## src/rtl/uart_tx_frame_if.sv

```systemverilog
// Byte-in / serial-out bundle for the UART transmit framer.
// The master offers bytes; the slave (the framer) drives the line and status.
interface uart_tx_frame_if;
   logic [7:0] tx_data;
   logic       tx_valid;
   logic       tx_ready;
   logic       serial_out;
   logic       tx_busy;
   logic       tx_done;

   modport master (
      output tx_data,
      output tx_valid,
      input  tx_ready,
      input  serial_out,
      input  tx_busy,
      input  tx_done
   );

   modport slave (
      input  tx_data,
      input  tx_valid,
      output tx_ready,
      output serial_out,
      output tx_busy,
      output tx_done
   );
endinterface

```

## src/rtl/uart_tx_frame.sv

```systemverilog
// UART transmit framer: start, 8 data bits LSB first, parity, stop; CLKS_PER_BIT clocks per bit.
// State encoding matches the Rx FSM so a loopback receiver decodes frames directly.
module uart_tx_frame #(
   parameter int unsigned CLKS_PER_BIT = 16,
   parameter bit          PARITY_ODD   = 1'b0
) (
   input  logic            clk,
   input  logic            reset,
   uart_tx_frame_if.slave  tx_io
);

   localparam int unsigned CntW = $clog2(CLKS_PER_BIT);
   localparam logic [CntW-1:0] CntMax = CntW'(CLKS_PER_BIT - 1);

   typedef enum logic [3:0] {
      StIdle   = 4'd0,
      StStart  = 4'd1,
      StD0     = 4'd2,
      StD1     = 4'd3,
      StD2     = 4'd4,
      StD3     = 4'd5,
      StD4     = 4'd6,
      StD5     = 4'd7,
      StD6     = 4'd8,
      StD7     = 4'd9,
      StParity = 4'd10,
      StStop   = 4'd11
   } state_t;

   state_t          state_q;
   logic [CntW-1:0] cnt_q;
   logic [7:0]      shift_q;
   logic            parity_q;
   logic            serial_q;
   logic            done_q;

   // serial_q is loaded with the level of the state being entered, so the line
   // changes on the same edge as the state register.
   always_ff @(posedge clk or posedge reset) begin
      if (reset) begin
         state_q  <= StIdle;
         cnt_q    <= '0;
         shift_q  <= '0;
         parity_q <= 1'b0;
         serial_q <= 1'b1;
         done_q   <= 1'b0;
      end else begin
         done_q <= 1'b0;
         case (state_q)
            StIdle: begin
               serial_q <= 1'b1;
               cnt_q    <= '0;
               if (tx_io.tx_valid) begin
                  shift_q  <= tx_io.tx_data;
                  parity_q <= ^tx_io.tx_data ^ PARITY_ODD;
                  state_q  <= StStart;
                  serial_q <= 1'b0;
               end
            end
            StStart, StD0, StD1, StD2, StD3, StD4, StD5, StD6, StD7, StParity, StStop: begin
               if (cnt_q == CntMax) begin
                  cnt_q <= '0;
                  case (state_q)
                     StStart: begin
                        state_q  <= StD0;
                        serial_q <= shift_q[0];
                     end
                     StD0, StD1, StD2, StD3, StD4, StD5, StD6: begin
                        state_q  <= state_t'(state_q + 4'd1);
                        shift_q  <= {1'b0, shift_q[7:1]};
                        serial_q <= shift_q[1];
                     end
                     StD7: begin
                        state_q  <= StParity;
                        serial_q <= parity_q;
                     end
                     StParity: begin
                        state_q  <= StStop;
                        serial_q <= 1'b1;
                     end
                     StStop: begin
                        state_q  <= StIdle;
                        serial_q <= 1'b1;
                        done_q   <= 1'b1;
                     end
                     default: begin
                        state_q  <= StIdle;
                        serial_q <= 1'b1;
                     end
                  endcase
               end else begin
                  cnt_q <= cnt_q + CntW'(1);
               end
            end
            // Encodings 12..15 are unreachable; recover to an idle line.
            default: begin
               state_q  <= StIdle;
               cnt_q    <= '0;
               serial_q <= 1'b1;
            end
         endcase
      end
   end

   assign tx_io.tx_ready   = (state_q == StIdle);
   assign tx_io.tx_busy    = (state_q != StIdle);
   assign tx_io.serial_out = serial_q;
   assign tx_io.tx_done    = done_q;

endmodule

```

## src/flat_wrapper.sv

```systemverilog
// flat-port wrapper written by rule: the top's interface ports become plain ports
module uart_tx_frame_flat 
#(
   parameter int unsigned CLKS_PER_BIT = 16,
   parameter bit          PARITY_ODD   = 1'b0
)
  (clk, reset, tx_io_tx_data, tx_io_tx_valid, tx_io_tx_ready, tx_io_serial_out, tx_io_tx_busy, tx_io_tx_done);
  uart_tx_frame_if tx_io_i ();
  input  logic clk;
  input  logic reset;
  input wire logic [$bits(tx_io_i.tx_data)-1:0] tx_io_tx_data;
  input wire logic [$bits(tx_io_i.tx_valid)-1:0] tx_io_tx_valid;
  output wire logic [$bits(tx_io_i.tx_ready)-1:0] tx_io_tx_ready;
  output wire logic [$bits(tx_io_i.serial_out)-1:0] tx_io_serial_out;
  output wire logic [$bits(tx_io_i.tx_busy)-1:0] tx_io_tx_busy;
  output wire logic [$bits(tx_io_i.tx_done)-1:0] tx_io_tx_done;
  assign tx_io_i.tx_data = tx_io_tx_data;
  assign tx_io_i.tx_valid = tx_io_tx_valid;
  assign tx_io_tx_ready = tx_io_i.tx_ready;
  assign tx_io_serial_out = tx_io_i.serial_out;
  assign tx_io_tx_busy = tx_io_i.tx_busy;
  assign tx_io_tx_done = tx_io_i.tx_done;
  uart_tx_frame #(.CLKS_PER_BIT(CLKS_PER_BIT), .PARITY_ODD(PARITY_ODD)) u_core (.clk(clk), .reset(reset), .tx_io(tx_io_i));
endmodule
```

## config.mk

```make
export PLATFORM = sky130hd
export DESIGN_NAME = uart_tx_frame_flat
export DESIGN_NICKNAME = d
export VERILOG_FILES = /design/src/rtl/uart_tx_frame_if.sv /design/src/rtl/uart_tx_frame.sv /design/src/flat_wrapper.sv
export SDC_FILE = /design/constraint.sdc
export NUM_CORES = 1
export LEC_CHECK = 0
export ABC_AREA = 1
export CAP_MARGIN = 30
export CORE_MARGIN = 2
export CORE_UTILIZATION = 40
export CTS_CLUSTER_SIZE = 8
export DETAILED_ROUTE_END_ITERATION = 8
export GPL_TIMING_DRIVEN = 0
export SKIP_LAST_GASP = 1
export SYNTH_ARGS = -nofsm -noshare
export SYNTH_HDL_FRONTEND = slang
export SYNTH_SLANG_ARGS = --single-unit
```

## constraint.sdc

```tcl
create_clock -name clk -period 1.9 [get_ports clk]
set_input_delay 0.38 -clock clk [delete_from_list [all_inputs] [get_ports clk]]
set_output_delay 0.38 -clock clk [all_outputs]
set_load 0.005 [all_outputs]
```

Yosys cells after proc, flatten, opt, wreduce, memory -nomap -nowiden
Cells that the tools add are included.
- reduce and logical (&&, ||, !) cells: 9
- add/sub/neg operators: 2
- muxes and demuxes: 17
- eq/ne operators: 15
- operators with widths (kind ; number):
    8-bit two-way mux ; 3
    4-bit == test, second input constant ; 5
    4-bit by 3-bit == test with 1-bit output, second input constant ; 4
    4-bit two-way mux ; 4
    4-bit case mux with 4 select lines ; 1
    8-bit case mux with 2 select lines ; 1
    11-bit OR reduction ; 1
    4-bit by 1-bit adder with 4-bit output, second input constant ; 2
    4-bit by 2-bit == test with 1-bit output, second input constant ; 2
    4-bit case mux with 2 select lines ; 1
    8-bit parity ; 1
    7-bit OR reduction ; 1
    1-bit two-way mux ; 5
    4-bit by 1-bit == test with 1-bit output, second input constant ; 1
    4-bit logical NOT ; 1
    2-bit inequality test, second input constant ; 2
    2-bit AND reduction ; 2
    4-bit AND reduction ; 1
    4-bit nonzero test ; 1
    1-bit case mux with 3 select lines ; 1
    2-bit by 1-bit inequality test with 1-bit output, second input constant ; 1
    1-bit case mux with 2 select lines ; 1
    2-bit nonzero test ; 1
- output and inout port bits: 4
- input bits: 11
- word-level logic and storage cells: 49
- register bits: 19

Longest topological paths before layout
Gate-level depths: netlist of the first run.
- depth in word-level cells: 5
- mapped depth: 13
- depth with buffers taken out: 13

Worst setup path before layout of the first run
OpenSTA, ideal clock, no wires.
- kind: register to register
- start point: reg u_core.state_q[0]
- end point: reg u_core.shift_q[0]
- stages on the path, launching flop included: 13
- arrival: 1587 ps
- slack: 195 ps
- cell sequence: dfrtp_1 -> inv_1 -> ha_1 -> inv_1 -> nand2_1 -> nand2_1 -> nand2_1 -> nor2_4 -> nand2_4 -> o21ai_4 -> nand3_4 -> nand2_1 -> nand2_1
- longest elaborated chain between the ends: 4
- RTL lines (item ; RTL line ; RTL):
    start, declared ; uart_tx_frame.sv:30 ; state_t state_q;
    start signal, assigned ; uart_tx_frame.sv:41 ; state_q <= StIdle;
    start signal, assigned ; uart_tx_frame.sv:56 ; state_q <= StStart;
    start signal, assigned ; uart_tx_frame.sv:65 ; state_q <= StD0;
    4-bit by 1-bit == test with 1-bit output, or another cell as far along ; uart_tx_frame.sv:49 ; case (state_q)
    11-bit OR reduction / 7-bit OR reduction (equally long branches) ; uart_tx_frame.sv:49, uart_tx_frame.sv:63 ;
    2-bit by 1-bit inequality test with 1-bit output (no source line), or another cell as far along ; -- ;
    4-bit AND reduction (no source line) ; -- ;
    end signal, assigned ; uart_tx_frame.sv:54 ; shift_q <= tx_io.tx_data;
    end signal, assigned ; uart_tx_frame.sv:70 ; shift_q <= {1'b0, shift_q[7:1]};
    end, declared ; uart_tx_frame.sv:32 ; logic [7:0] shift_q;
Several ways; a longest one is shown, not always the timed one.
A chain may end at the register's enable or synchronous reset.

Final worst setup path of the first run
- start point: reg u_core.state_q[1]
- end point: reg u_core.serial_q (netlist: u_core.tx_io.serial_out)
- longest elaborated chain between the ends: 5
- RTL lines (item ; RTL line ; RTL):
    4-bit by 2-bit == test with 1-bit output, or another cell as far along ; uart_tx_frame.sv:49, uart_tx_frame.sv:63 ;
    7-bit OR reduction ; uart_tx_frame.sv:63 ; case (state_q)
    1-bit case mux with 3 select lines ; uart_tx_frame.sv:63 ;
    1-bit two-way mux ; uart_tx_frame.sv:61 ; if (cnt_q == CntMax) begin
    1-bit case mux with 2 select lines ; uart_tx_frame.sv:49 ;
    end signal, assigned ; uart_tx_frame.sv:66 ; serial_q <= shift_q[0];
    end signal, assigned ; uart_tx_frame.sv:71 ; serial_q <= shift_q[1];
    end signal, assigned ; uart_tx_frame.sv:75 ; serial_q <= parity_q;
    end, declared ; uart_tx_frame.sv:34 ; logic serial_q;
Several ways; a longest one is shown, not always the timed one. The select of a mux whose other input is x is not followed.

==> metrics.txt, run 1 <==
fraction of layout cells with a size suffix above 1 0.2549; Critical-path top delay cell dfrtp_1; Vias 1231; peak supply drop 783.5 µV; Overall Power 0.003287 W; compound-gate portion of the synthesized area 0.06707; post-synth top area share 0.3604; period utilization 0.9735; Clock Skews 0.003968 ns; clock slew at reported path FFs 0.11 ns; Ant. Diodes 0; # H-tree levels 1; asr flop ratio synth 1.000; clock latency on the worst-skew pair 0.30 ns; mapped cell area 1250 µm²; fillers 281; Synth Area in XOR/XNOR 0.05606; max-cap viol count 0; Most common cell on crit path nand2_2; Post-synth EDFFs 0; Remaining DRCs 0; cell chain of the critical path buf_4 -> ha_4 -> inv_2 -> nand2_2 -> nand2_2 -> nand2_2 -> nor2_4 -> nand2_4 -> a21oi_4 -> buf_12 -> buf_4 -> a21oi_1; status finished, final reports clean; post-synthesis mux area share 0; crit-path max FO 6; Hold Fails Final Rpt 0; core area 3003 µm²; Die Height 59.90 µm; Setup Viol. Count Final 0; grt ovf 0; total die area 3588 µm²; Pwr Density 1911 nW/µm²; setup slack after placement -0.09058 ns; Synth Area in Adders 0.05005; count of distinct cell types in the synthesized netlist 22; # hold bufs at CTS 0; final worst slack 0.05031 ns; IO Pins 15; DR WL/cell 13.41 µm; die width 59.90 µm; cts bufs inserted 3; Synth Net Count 186; Detailed Route WL 3.179 mm; Worst slew margin 0.5054; GRT Total Usage 0.1902; Hold Crit Class reg -> reg; Detailed Place HPWL 1.993 mm; DR iter-0 viols 61; via/cell ratio 5.194; Worst path max stage delay 0.40 ns; YS warnings 0; Arr. time, crit path 2.09 ns; top cells by area, synth dfrtp_1, nand2_1, nand3_1; clk buf depth 2; largest net degree at the start of global routing 20; Syn-to-layout area delta 37.64%; CP required 2.14 ns; post-layout net count 221; initial antenna violation count 0; synth cell count leaders nand2_1, nand3_1, dfrtp_1, inv_1, nor2_1; Tightest Pin Transition 0.7410 ns; Synth Register Bits 19; final slew viol count 0; Initial DRT Pass Iterations 4; Clock Tree Root clkbuf_4; Setup CP Type reg -> reg; Tmin final 1.850 ns; first-pass GRT wire length 5.119 mm; CTS tree yes; CP Launch Type flop; Pleak 0.8621 nW; Worst Setup End Kind flop; simple-gate share of the synthesized area 0.3794; FF+latch area 479.2 µm²; vias in the first global route 1158; sequential-to-total area share from yosys stat 0.3814; r2r setup slk 0.05 ns; port bufs 14; post-route antenna net violation count 0; area of the multi-input gates 780.7 µm²; top-count cell post-synth nand2_1; Sink Count 19; main flop type after synthesis dfrtp_1; Cell Rows 20; cells after synthesis 170; Max Fclk 540.6 MHz; area leader, netlist dfrtp_1; Placer Congestion 0.8260; Initial Util 0.4163; largest family of logic cells by synthesized area simple AND/OR/NAND/NOR gates; Mapped Avg Cell Area 7.353 µm²
## kinds of logic after synthesis
group / after synthesis
compound gates: 12
flops: 19
fa+ha+maj: 5
simple gates: 106
buf+inv: 20
xor+xnor: 8
## where the power goes
part | internal (W) | switching [W]
combinational | 0.00109 | 0.00133
sequential | 0.000573 | 0.0000857
clock | 0.0000785 | 0.000133
## critical path: cells and delay by family, from the launching register on
family,cells,cell delay [ns]
AOI/OAI and AO/OA,2,0.27
adders and majority gates,1,0.17
buffers and inverters,4,0.43
DFF,1,0.40
and+or+nand+nor,5,0.52
## layout by cell type, fill, tap and decap left out, types with 2 or more instances in the layout
master,synthesis,layout
nor2_4,2,4
nor2_2,2,2
inv_1,18,14
inv_4,0,2
nand3_1,21,20
xor2_1,2,2
clkbuf_4,0,3
buf_4,0,11
dfrtp_2,0,2
ha_4,0,4
nand2_1,62,56
dfrtp_1,18,16
clkdlybuf4s50_1,0,12
nor2_1,15,13
nand2_2,1,6
nand3_2,1,2
inv_2,1,3
buf_6,1,3
xnor2_1,6,6
o21ai_0,8,7
nand2_4,1,2
## timing repair
| action | CTS | global route |
|---|---|---|
| hold endpoints to repair | 0 | 0 |
| buffers inserted | 10 | 5 |
| cloned | 0 | 1 |
| pin swaps | 4 | 8 |
| resized for setup | 14 | 24 |
| endpoints found under the setup margin | 10 | 13 |
## registers in the layout, summed over array words and instances, names as in the netlist
name / count
u_core.cnt_q: 4
u_core.parity_q: 1
u_core.shift_q: 8
u_core.state_q: 4
u_core.tx_io.serial_out: 1
u_core.tx_io.tx_done: 1
## through the flow
step	util	instances	hold WS, ns	cell area (µm²)	TNS, ns
2_1_floorplan	-	170	0.3304	1250	0
3_3_place_gp	0.4767	217	0.4428	1431	-0.3618
3_5_place_dp	0.4767	217	0.4485	1431	-0.6313
5_1_grt	0.5729	237	0.4858	1720	-0.1398
4_1_cts	0.5208	231	0.4646	1564	0
6_report	0.5729	237	0.4660	1720	0
## path summary, 6_finish.rpt
path,cells after the start,startpoint,end
setup / recovery,12,u_core.state_q[1]$_DFFE_PP0P_,u_core.tx_io.serial_out$_DFFE_PP1P_
hold reg to reg,1,u_core.cnt_q[0]$_DFF_PP0_,u_core.cnt_q[0]$_DFF_PP0_
hold / removal,1,u_core.cnt_q[0]$_DFF_PP0_,u_core.cnt_q[0]$_DFF_PP0_
setup reg to reg,12,u_core.state_q[1]$_DFFE_PP0P_,u_core.tx_io.serial_out$_DFFE_PP1P_
min in group asynchronous,2,reset,u_core.shift_q[7]$_DFFE_PP0P_
max in group asynchronous,2,reset,u_core.state_q[3]$_DFFE_PP0P_
## metal layers
| metal | track usage | vias up | part of all wire |
|---|---|---|---|
| met5 | 0 | - | 0 |
| met4 | 0.06984 | 0 | 0.017 |
| met3 | 0.03247 | 6 | 0.031 |
| met2 | 0.3385 | 25 | 0.55 |
| met1 | 0.2270 | 598 | 0.40 |
| li1 | - | 602 | - |
## final cells by class
cell class,instances,share of cell area
Buffer,1,0.008727
Tap cell,33,0.02400
Multi-Input combinational cell,131,0.4538
Clock inverter,1,0.002909
Clock buffer,3,0.01309
Inverter,19,0.04436
Sequential cell,19,0.2785
Timing Repair Buffer,30,0.1745
(Power assumes the default switching activity.)
==> run 2, diff against run 1 <==
--- a/config.mk
+++ b/config.mk
@@ -9,7 +9,7 @@
 export CAP_MARGIN = 30
 export CORE_MARGIN = 2
 export CORE_UTILIZATION = 40
-export CTS_CLUSTER_SIZE = 8
+export CTS_CLUSTER_SIZE = 14
 export DETAILED_ROUTE_END_ITERATION = 8
 export GPL_TIMING_DRIVEN = 0
 export SKIP_LAST_GASP = 1
==> constraint.sdc (replaced) <==
create_clock -name clk -period 2 [get_ports clk]
set_input_delay 0.4 -clock clk [delete_from_list [all_inputs] [get_ports clk]]
set_output_delay 0.4 -clock clk [all_outputs]
set_load 0.005 [all_outputs]
==> run 2 against run 1 <==
Cell count fell by 1.3%. Via count fell by 3.7%. Critical path depth did not move. Global-route usage fell by 0.85 points. Die area did not move. Critical path type unchanged. Critical endpoint is now u_core.shift_q[5]$_DFFE_PP0P_. Largest power group unchanged.
==> metrics.txt, run 2 (same netlist as run 1, synthesis figures left out) <==
CP bufs+invs 2; Setup CP Type reg -> reg; # hold bufs at CTS 0; DR iter-0 viols 70; start point of the worst min-delay path u_core.cnt_q[0]$_DFF_PP0_; cts bufs inserted 3; Pwr Density 1750 nW/µm²; Crit path max-delay family simple AND/OR/NAND/NOR gates; Tmin final 1.850 ns; port bufs 14; total die area 3588 µm²; number of flip-flops in the largest register 8; Worst Setup End Kind flop; Top reg by flops u_core.shift_q; Pleak 0.8537 nW; clock latency on the worst-skew pair 0.30 ns; CP Launch Type flop; Sink Count 19; largest net degree at the start of global routing 20; final slew viol count 0; clk buf depth 2; Reg-to-Reg End u_core.shift_q[5]$_DFFE_PP0P_; area of the multi-input gates 743.2 µm²; Detailed Route WL 2.938 mm; Setup Viol. Count Final 0; Placer Congestion 0.8260; Critical-path top delay cell dfrtp_1; Placed Area 1431 µm²; Syn-to-layout area delta 31.23%; most frequent cells in the layout nand2_1, nand3_1, dfrtp_1; initial antenna violation count 0; final worst slack 0.1503 ns; max-cap viol count 0; IO Pins 15; RSZ-0062 raised after global routing true; Max Fclk 540.6 MHz; crit-path max FO 8; Most common cell on crit path nand2_1; reg2reg path depth 12; Clock Tree Root clkbuf_4; fillers 301; Tightest Pin Transition 0.7477 ns; Worst slew margin 0.5010; top flop regs u_core.shift_q: 8 flops, u_core.cnt_q: 4 flops, u_core.state_q: 4 flops; Ant. Diodes 0; post-route antenna net violation count 0; Hold Crit Class reg -> reg; # H-tree levels 1; fraction of layout cells with a size suffix above 1 0.2189; Detailed Place HPWL 1.993 mm; Vias 1185; status finished, final reports clean; cell chain of the critical path buf_4 -> ha_2 -> inv_1 -> nand2_1 -> nand2_1 -> nand2_1 -> nor2_4 -> nand2_4 -> o21ai_4 -> nand3_4 -> nand2_1 -> nand2_1; Die Height 59.90 µm; Worst R2R Start u_core.state_q[0]$_DFFE_PP0P_; fin util 0.5463; Clock Skews 0.004014 ns; Remaining DRCs 0; period utilization 0.9249; GRT Total Usage 0.1817; Overall Power 0.002871 W; WHS Endpoint u_core.cnt_q[0]$_DFF_PP0_; FF+latch area 479.2 µm²; final instance area 1640 µm²; Hold Fails Final Rpt 0; Initial Util 0.4163; first-pass GRT wire length 4.919 mm; most common cell after layout, fill and taps aside nand2_1; Worst path max stage delay 0.41 ns; die width 59.90 µm; vias in the first global route 1113; via/cell ratio 5.064; Hold Crit Depth 1; clock slew at reported path FFs 0.11 ns; CTS tree yes; peak supply drop 688.5 µV; core area 3003 µm²; grt ovf 0; Arr. time, crit path 2.05 ns; r2r setup slk 0.15 ns; DR WL/cell 12.56 µm; setup slack after placement 0.009421 ns; post-layout net count 218; Cell Rows 20; CP required 2.20 ns; Initial DRT Pass Iterations 4
## run 2: cell count changes in the layout (fill, tap and decap cells not counted), moves of 2 or more
cell            delta
nand2_1            +4
nand2_2            -4
buf_6              -3
ha_4               -3
dlymetal6s2s_1     +2
ha_2               +2
## run 2: area by class of cell
cell class	count	area share
multi-input cells	131	0.4531
inverters	19	0.04500
clock buffers	3	0.01373
well taps	33	0.02517
repair buffers	27	0.1587
clock inverters	1	0.003051
plain buffers	1	0.009153
flip-flops and latches	19	0.2921
## run 2: metal layers
metal	track usage	wire [µm]	vias to the layer above	part of all wire
met5	0	0	-	0
met4	0.06667	37	0	0.013
met3	0.02814	70	4	0.024
met2	0.3245	1574	13	0.54
met1	0.2179	1256	571	0.43
li1	-	-	597	-
## run 2: how the worst max path moves through the flow
stage	endpoint	depth (start not counted)	startpoint	slack, ns
final	u_core.shift_q[5]$_DFFE_PP0P_	12	u_core.state_q[0]$_DFFE_PP0P_	0.15
after CTS	tx_io_tx_ready	5	u_core.state_q[1]$_DFFE_PP0P_	-0.04
after floorplan	u_core.shift_q[0]$_DFFE_PP0P_	12	u_core.state_q[0]$_DFFE_PP0P_	0.30
after global routing	u_core.state_q[2]$_DFFE_PP0P_	11	u_core.state_q[1]$_DFFE_PP0P_	-0.02
after detailed placement	u_core.shift_q[5]$_DFFE_PP0P_	12	u_core.state_q[0]$_DFFE_PP0P_	0.009
after global placement	tx_io_tx_ready	5	u_core.state_q[0]$_DFFE_PP0P_	0.05
## run 2: through the flow
step           hold WS [ns]  std cells  TNS [ns]
2_1_floorplan        0.3504        170         0
5_1_grt              0.4860        234  -0.03093
4_1_cts              0.4646        225  -0.04101
3_3_place_gp         0.4428        217         0
6_report             0.4622        234         0
3_5_place_dp         0.4485        217         0
## run 2: timing repair
item                       4_1_cts  5_1_grt
pin swaps                        1        3
cloned                           0        1
buffers inserted                 4        8
setup endpoints to repair        5       14
resized for setup                9       13
## run 2: power by group
group	switching, W	internal [W]	leakage [nW]
clock	0.000127	0.0000746	0.0177
combinational	0.00116	0.000874	0.594
sequential	0.0000861	0.000545	0.242
total	0.00138	0.00149	0.854
## run 2: worst register-to-register path, stage by stage (launching register included)
cell     delay [ns]
dfrtp_1        0.41
buf_4          0.15
ha_2           0.19
inv_1          0.07
nand2_1        0.07
nand2_1        0.06
nand2_1        0.08
nor2_4         0.18
nand2_4        0.14
o21ai_4        0.11
nand3_4        0.15
nand2_1        0.09
nand2_1        0.05
